### config.mk
export PLATFORM = sky130hd
export DESIGN_NAME = dht_bcd_formatter
export DESIGN_NICKNAME = d
export VERILOG_FILES = /design/src/rtl/dht_bcd_formatter_pkg.sv /design/src/rtl/dht_bcd_formatter_bcd_dd_step.sv /design/src/rtl/dht_bcd_formatter.sv
export SDC_FILE = /design/constraint.sdc
export NUM_CORES = 1
export LEC_CHECK = 0
export CAP_MARGIN = 10
export CORE_ASPECT_RATIO = 0.5
export CORE_UTILIZATION = 51
export DETAILED_ROUTE_END_ITERATION = 10
export PLACE_DENSITY = 0.77
export SLEW_MARGIN = 20
export SYNTH_ARGS = -nofsm -noshare
export SYNTH_HDL_FRONTEND = slang
export SYNTH_SLANG_ARGS = --single-unit
### constraint.sdc
create_clock -name iClk -period 2.1 [get_ports iClk]
set_input_delay 0.63 -clock iClk [delete_from_list [all_inputs] [get_ports iClk]]
set_output_delay 0.63 -clock iClk [all_outputs]
set_load 0.02 [all_outputs]
### src/rtl/dht_bcd_formatter_pkg.sv
// Shared definitions for the DHT reading formatter.
// Provides the FSM state encoding, the BCD result width, the decimal-digit
// clamp value, the default stale period (same value as the DHT controller
// autostart period) and small helper functions used by the datapath.
package dht_bcd_formatter_pkg;

  localparam int unsigned BCD_W           = 12;
  localparam int unsigned DIGIT_MAX       = 9;
  localparam int unsigned STALE_TICKS_DEF = 300_000;

  typedef enum logic [1:0] {
    S_IDLE = 2'd0,
    S_CONV = 2'd1,
    S_UPD  = 2'd2
  } state_e;

  // A decimal byte above 9 cannot be shown as one digit; pin it to 9.
  function automatic logic [3:0] clamp_digit(input logic [7:0] b);
    if (b > 8'(DIGIT_MAX)) begin
      return 4'(DIGIT_MAX);
    end
    return b[3:0];
  endfunction

  // Double-dabble correction for one BCD nibble.
  function automatic logic [3:0] add3_ge5(input logic [3:0] n);
    return (n >= 4'd5) ? (n + 4'd3) : n;
  endfunction

endpackage

### src/rtl/dht_bcd_formatter_bcd_dd_step.sv
// One combinational double-dabble step for an 8-bit lane.
// Ports:
//   i_bcd  current 3-digit BCD accumulator {hundreds,tens,ones}
//   i_bit  next MSB shifted in from the binary work byte
//   o_bcd  accumulator after add-3 correction and one-bit left shift
module dht_bcd_formatter_bcd_dd_step
  import dht_bcd_formatter_pkg::*;
(
  input  logic [BCD_W-1:0] i_bcd,
  input  logic             i_bit,
  output logic [BCD_W-1:0] o_bcd
);

  logic [BCD_W-1:0] w_adj;
  logic             w_unused_msb;

  always_comb begin
    w_adj = {add3_ge5(i_bcd[11:8]), add3_ge5(i_bcd[7:4]), add3_ge5(i_bcd[3:0])};
    o_bcd = {w_adj[BCD_W-2:0], i_bit};
  end

  // An 8-bit input never pushes a set bit out of the hundreds nibble.
  assign w_unused_msb = w_adj[BCD_W-1];

endmodule

### src/rtl/dht_bcd_formatter.sv
// DHT reading formatter.
// Latches a DHT result on iDone, converts the humidity and temperature
// integer bytes to 3-digit BCD (sequential double-dabble, 8 clocks), clamps
// the decimal bytes to one digit and publishes a stable snapshot with a
// one-cycle oValid pulse. A one-entry pending buffer holds the latest reading
// that arrives while busy. A 10 us tick watchdog flags stale data.
// Ports:
//   iClk, iRst_n            clock, asynchronous active-low reset
//   iTick_10us              one-cycle 10 us tick
//   iDone                   one-cycle pulse, result bytes valid
//   iHumid_Int/Dec, iTemp_Int/Dec  result bytes
//   oHumid_BCD, oTemp_BCD   integer parts, BCD {hundreds,tens,ones}
//   oHumid_DecD, oTemp_DecD decimal digits 0-9
//   oValid                  one-cycle pulse on every output update
//   oBusy                   conversion or update in progress
//   oStale                  no fresh published reading within STALE_TICKS
//   oUpdCnt                 completed update count, wraps at 256
module dht_bcd_formatter
  import dht_bcd_formatter_pkg::*;
#(
  parameter int unsigned STALE_TICKS = STALE_TICKS_DEF,
  parameter int unsigned STALE_W     = $clog2(STALE_TICKS + 1)
) (
  input  logic             iClk,
  input  logic             iRst_n,
  input  logic             iTick_10us,
  input  logic             iDone,
  input  logic [7:0]       iHumid_Int,
  input  logic [7:0]       iHumid_Dec,
  input  logic [7:0]       iTemp_Int,
  input  logic [7:0]       iTemp_Dec,
  output logic [BCD_W-1:0] oHumid_BCD,
  output logic [3:0]       oHumid_DecD,
  output logic [BCD_W-1:0] oTemp_BCD,
  output logic [3:0]       oTemp_DecD,
  output logic             oValid,
  output logic             oBusy,
  output logic             oStale,
  output logic [7:0]       oUpdCnt
);

  state_e r_state, w_state_next;

  // Conversion work registers
  logic [2:0]       r_shift_cnt;
  logic [7:0]       r_h_work, r_t_work;
  logic [BCD_W-1:0] r_h_acc, r_t_acc;
  logic [3:0]       r_h_dec_work, r_t_dec_work;

  // One-entry pending buffer (latest reading wins)
  logic             r_pend;
  logic [7:0]       r_pend_h_int, r_pend_t_int;
  logic [3:0]       r_pend_h_dec, r_pend_t_dec;

  // Published snapshot
  logic [BCD_W-1:0] r_h_bcd, r_t_bcd;
  logic [3:0]       r_h_dec, r_t_dec;
  logic             r_valid;
  logic [7:0]       r_upd_cnt;

  // Watchdog
  logic [STALE_W-1:0] r_stale_cnt;
  logic               r_fresh;
  logic               w_stale_sat;

  // FSM strobes
  logic w_load_new, w_load_pend, w_pend_wr, w_publish, w_step;

  logic [BCD_W-1:0] w_h_step, w_t_step;

  dht_bcd_formatter_bcd_dd_step u_step_h (
    .i_bcd (r_h_acc),
    .i_bit (r_h_work[7]),
    .o_bcd (w_h_step)
  );

  dht_bcd_formatter_bcd_dd_step u_step_t (
    .i_bcd (r_t_acc),
    .i_bit (r_t_work[7]),
    .o_bcd (w_t_step)
  );

  always_ff @(posedge iClk or negedge iRst_n) begin
    if (!iRst_n) begin
      r_state <= S_IDLE;
    end else begin
      r_state <= w_state_next;
    end
  end

  always_comb begin
    w_state_next = r_state;
    w_load_new   = 1'b0;
    w_load_pend  = 1'b0;
    w_pend_wr    = 1'b0;
    w_publish    = 1'b0;
    w_step       = 1'b0;
    unique case (r_state)
      S_IDLE: begin
        if (iDone) begin
          w_load_new   = 1'b1;
          w_state_next = S_CONV;
        end
      end
      S_CONV: begin
        w_step    = 1'b1;
        w_pend_wr = iDone;
        if (r_shift_cnt == 3'd7) begin
          w_state_next = S_UPD;
        end
      end
      S_UPD: begin
        w_publish = 1'b1;
        if (r_pend) begin
          // Buffered reading is consumed; a simultaneous iDone refills it.
          w_load_pend  = 1'b1;
          w_pend_wr    = iDone;
          w_state_next = S_CONV;
        end else if (iDone) begin
          // Nothing buffered, so the new reading can start straight away.
          w_load_new   = 1'b1;
          w_state_next = S_CONV;
        end else begin
          w_state_next = S_IDLE;
        end
      end
      default: begin
        w_state_next = S_IDLE;
      end
    endcase
  end

  always_ff @(posedge iClk or negedge iRst_n) begin
    if (!iRst_n) begin
      r_shift_cnt  <= '0;
      r_h_work     <= '0;
      r_t_work     <= '0;
      r_h_acc      <= '0;
      r_t_acc      <= '0;
      r_h_dec_work <= '0;
      r_t_dec_work <= '0;
    end else if (w_load_new) begin
      r_shift_cnt  <= '0;
      r_h_work     <= iHumid_Int;
      r_t_work     <= iTemp_Int;
      r_h_acc      <= '0;
      r_t_acc      <= '0;
      r_h_dec_work <= clamp_digit(iHumid_Dec);
      r_t_dec_work <= clamp_digit(iTemp_Dec);
    end else if (w_load_pend) begin
      r_shift_cnt  <= '0;
      r_h_work     <= r_pend_h_int;
      r_t_work     <= r_pend_t_int;
      r_h_acc      <= '0;
      r_t_acc      <= '0;
      r_h_dec_work <= r_pend_h_dec;
      r_t_dec_work <= r_pend_t_dec;
    end else if (w_step) begin
      r_shift_cnt <= r_shift_cnt + 3'd1;
      r_h_work    <= {r_h_work[6:0], 1'b0};
      r_t_work    <= {r_t_work[6:0], 1'b0};
      r_h_acc     <= w_h_step;
      r_t_acc     <= w_t_step;
    end
  end

  always_ff @(posedge iClk or negedge iRst_n) begin
    if (!iRst_n) begin
      r_pend       <= 1'b0;
      r_pend_h_int <= '0;
      r_pend_t_int <= '0;
      r_pend_h_dec <= '0;
      r_pend_t_dec <= '0;
    end else if (w_pend_wr) begin
      r_pend       <= 1'b1;
      r_pend_h_int <= iHumid_Int;
      r_pend_t_int <= iTemp_Int;
      r_pend_h_dec <= clamp_digit(iHumid_Dec);
      r_pend_t_dec <= clamp_digit(iTemp_Dec);
    end else if (w_load_pend) begin
      r_pend <= 1'b0;
    end
  end

  always_ff @(posedge iClk or negedge iRst_n) begin
    if (!iRst_n) begin
      r_h_bcd   <= '0;
      r_t_bcd   <= '0;
      r_h_dec   <= '0;
      r_t_dec   <= '0;
      r_valid   <= 1'b0;
      r_upd_cnt <= '0;
    end else begin
      r_valid <= w_publish;
      if (w_publish) begin
        r_h_bcd   <= r_h_acc;
        r_t_bcd   <= r_t_acc;
        r_h_dec   <= r_h_dec_work;
        r_t_dec   <= r_t_dec_work;
        r_upd_cnt <= r_upd_cnt + 8'd1;
      end
    end
  end

  assign w_stale_sat = (r_stale_cnt == STALE_W'(STALE_TICKS));

  always_ff @(posedge iClk or negedge iRst_n) begin
    if (!iRst_n) begin
      r_stale_cnt <= '0;
      r_fresh     <= 1'b0;
    end else begin
      // A new reading restarts the watchdog even if a tick lands with it.
      if (iDone) begin
        r_stale_cnt <= '0;
      end else if (iTick_10us && !w_stale_sat) begin
        r_stale_cnt <= r_stale_cnt + STALE_W'(1);
      end
      // Freshness returns only once a reading has actually been published.
      if (w_stale_sat) begin
        r_fresh <= 1'b0;
      end else if (w_publish) begin
        r_fresh <= 1'b1;
      end
    end
  end

  assign oHumid_BCD  = r_h_bcd;
  assign oTemp_BCD   = r_t_bcd;
  assign oHumid_DecD = r_h_dec;
  assign oTemp_DecD  = r_t_dec;
  assign oValid      = r_valid;
  assign oUpdCnt     = r_upd_cnt;
  assign oBusy       = (r_state != S_IDLE);
  assign oStale      = w_stale_sat | ~r_fresh;

endmodule

==> impl_results.md <==
- Status: complete, but fails checks
- Violated checks: setup timing
- Clock Sinks: between 100 and 150
- Critical Path Stages: 6
- Seq/Total Area, Yosys: 0.529
- Root Buffer: clkbuf_16
- Post-synthesis register bit count: ~140
- Max Cap Viol: 0
- Critical setup path kind: reg -> out
- R2R Path Start: r_state[1]$_DFFE_PN0P_
- First-pass GRT wire length: roughly 26 mm
- Pre-antenna DRT Iters: 4
- WP buf/inv: 2
- Crit path max fanout: 2
- Yosys warnings: 0
- Leakage power: between 3 and 4 nW
- Critical Path Max Stage Delay: 460 ps
- Rel. slew slack: 0.706
- Max frequency: ~0.38 GHz
- Port buffer count: a little under 80
- FFs w/ async S/R, synth: 1.00
- Reg-to-reg setup timing slack: approximately 110 ps
- Critical Path Start Type: register
- Top Ports: 79
- Initial core utilization: 0.539
- Detailed Route WL: roughly 16 mm
- Post-DP HPWL: roughly 10 mm
- Mean post-synth cell area: 10.5 um^2
- Die area: about 0.013 mm^2
- Layout Skew: just under 9 ps
- Mapped Cells: 624
- Largest net degree at the start of global routing: 43
- Residual DRC count: 0
- Pwr Density: between 1000 and 1500 mW/mm^2
- Via-per-instance ratio: between 5 and 6
- CTS tree: built
- Final Max Slew Viols: 0
- Core box area: 0.0122 mm^2
- R2R depth: 7
- Type of the most critical hold path: in -> async
- Gpl congestion: between 0.8 and 0.9
- Final period util: 1.24
- GR Overflow Total: 0
- TritonCTS Buffers: 17
- Critical Path End: oStale
- WP data arrival: a little under 2000 ps
- Yosys cell types: 48
- Minimum clock period: approximately 2600 ps
- CP Capture Type: primary output
- Met2 Wirelength: between 7 and 8 mm
- Met1 WL: slightly above 7 mm
- Setup repair after global routing missed its margin: yes
- Post-Syn Nets: ~680
- Row Count: 28
- Area Growth Syn to Fin: 29.7%
- Number of global-route vias before repair: between 5000 and 6000
- Post-route cell area: ~0.0085 mm^2
- Wire length on met3: around 700 um
- CP Launch Point: r_stale_cnt[0]$_DFFE_PN0P_
- Final net count: ~810
- Final WS setup: -509 ps
- Initial antenna violation count: 1
- Syn Std Cell Area: between 0.006 and 0.007 mm^2
- Number of routed nets with antenna violations: 0
- Setup violators final: 1
- Worst-path clk slew: around 60 ps
- Layout cells sized above 1: 0.191
- Placed inst area: just under 0.008 mm^2
- All-Layer GR Usage: 0.254
- Drt initial violations: 346
- Worst R2R End: r_h_acc[11]$_DFFE_PN0P_
- Worst-margin pin slew: 438 ps
- Hold buffers post-CTS: 0
- Post-synth EDFFs: 0
- CP top delay family: simple AND/OR/NAND/NOR gates
- Worst skew pair latency: around 420 ps
- Top layer in use: met5
- Overall die height: 82.3 um
- Die X: 163 um
- H-tree Lvls: 4
- Via count: about 5300
- Finished Layout Cells: 930
- Required time worst endpoint: between 1000 and 1500 ps
- Post-synth top flop: dfrtp_1
- # diodes: 0
- CP max-delay cell: or4b_4
- Clock buffer depth: 2
- Worst path cell trace: inv_2, ha_1, or4b_4, or2_4, o21ai_4, buf_6
- Final hold violation count: 0
- Wire per inst: ~17 um
- Placed Cells: roughly 900
- Maximum vdd ir drop: around 0.65 mV
==> per-layer routing <==
layer	GRT usage	vias up
met3	0.0579	22
met1	0.321	2630
li1	-	2478
met4	0.105	2
met2	0.431	131
met5	0	-
==> synth_stat cells (6+ instances only) <==
cell type / number / share of area
dfrtp_1: 139 / 0.53
nand2_1: 108 / 0.062
a21oi_1: 42 / 0.032
mux2_2: 37 / 0.063
nand3_1: 24 / 0.018
o21ai_0: 24 / 0.018
nor2_1: 23 / 0.013
ha_1: 22 / 0.042
inv_1: 21 / 0.012
a22o_1: 16 / 0.021
and3_1: 15 / 0.014
xnor2_1: 15 / 0.020
a221o_1: 14 / 0.021
clkbuf_1: 14 / 0.0080
buf_2: 13 / 0.0099
nand4_1: 11 / 0.010
nand2b_1: 8 / 0.0076
mux2i_1: 7 / 0.011
xor2_1: 7 / 0.0093
o2111ai_1: 6 / 0.0080
==> power breakdown <==
part | internal (mW) | total [mW] | switching [mW]
registers | 3.37 | 3.85 | 0.477
clock network | 1.83 | 2.92 | 1.09
logic | 1.68 | 3.69 | 2.01
total | 6.89 | 10.5 | 3.57
==> flip-flops by register name (all words and copies together) (netlist names), 3 cells and up <==
signal / cells
oHumid_BCD: 12
oHumid_DecD: 4
oTemp_BCD: 12
oTemp_DecD: 4
oUpdCnt: 8
r_h_acc: 12
r_h_dec_work: 4
r_h_work: 8
r_pend_h_dec: 4
r_pend_h_int: 8
r_pend_t_dec: 4
r_pend_t_int: 8
r_shift_cnt: 3
r_stale_cnt: 19
r_t_acc: 12
r_t_dec_work: 4
r_t_work: 8
==> cell usage in the layout, fill, tap and decap left out, drive strengths merged, types with 7 or more instances in the layout <==
cell / count
and3: 15
dfrtp: 139
nand4: 12
nor2: 23
mux2: 37
nand2b: 8
buf: 68
a22o: 16
xnor2: 15
o21ai: 25
inv: 21
nand2: 109
ha: 22
xor2: 7
clkdlybuf4s50: 70
mux2i: 7
clkbuf: 24
a221o: 14
a21oi: 42
nand3: 25
==> per-stage QoR <==
step,worst slack [ps],power (mW),setup TNS [ps],hold slack (ps),util
2_1_floorplan,-50.3,6.05,-50.3,334,-
3_3_place_gp,-508,7.31,-7100,457,0.650
3_5_place_dp,-552,7.46,-9340,462,0.650
4_1_cts,-534,10.5,-534,105,0.698
5_1_grt,-580,11.0,-580,113,0.700
6_report,-509,10.5,-509,104,0.700
==> final cells by class <==
class,count,area (um^2)
inverter,21,78.8
clock inverter,7,90.1
clock buffer,24,482
tap,165,206
timing repair buffer,143,1320
sequential,139,3480
multi-input combinational,431,2880
fill,895,3660
==> kinds of logic after synthesis <==
group	Yosys count	synth area share
and+or+nand+nor	222	0.167
DFF	139	0.529
AOI/OAI and AO/OA	121	0.122
buffers and inverters	54	0.0367
muxes	44	0.0740
xor gates and xnor gates	22	0.0293
adders and majority gates	22	0.0419
==> timing repair <==
| action | CTS | global route |
|---|---|---|
| cloned | 0 | 0 |
| gates resized for setup | 12 | 7 |
| pin swaps | 1 | 0 |
| buffers inserted | 4 | 0 |
| endpoints found under the setup margin | 20 | 13 |
==> worst min-delay path by stage <==
stage,start,slack [ps],endpoint
after floorplan,iRst_n,330,oHumid_BCD[0]$_DFFE_PN0P_
after global placement,r_pend_t_int[5]$_DFFE_PN0P_,460,r_pend_t_int[5]$_DFFE_PN0P_
after detailed placement,oUpdCnt[7]$_DFFE_PN0P_,460,oUpdCnt[7]$_DFFE_PN0P_
after CTS,iRst_n,100,oUpdCnt[7]$_DFFE_PN0P_
after global routing,iRst_n,110,oUpdCnt[7]$_DFFE_PN0P_
final,iRst_n,100,oUpdCnt[7]$_DFFE_PN0P_
No activity file was read; power rests on OpenSTA's default activity.
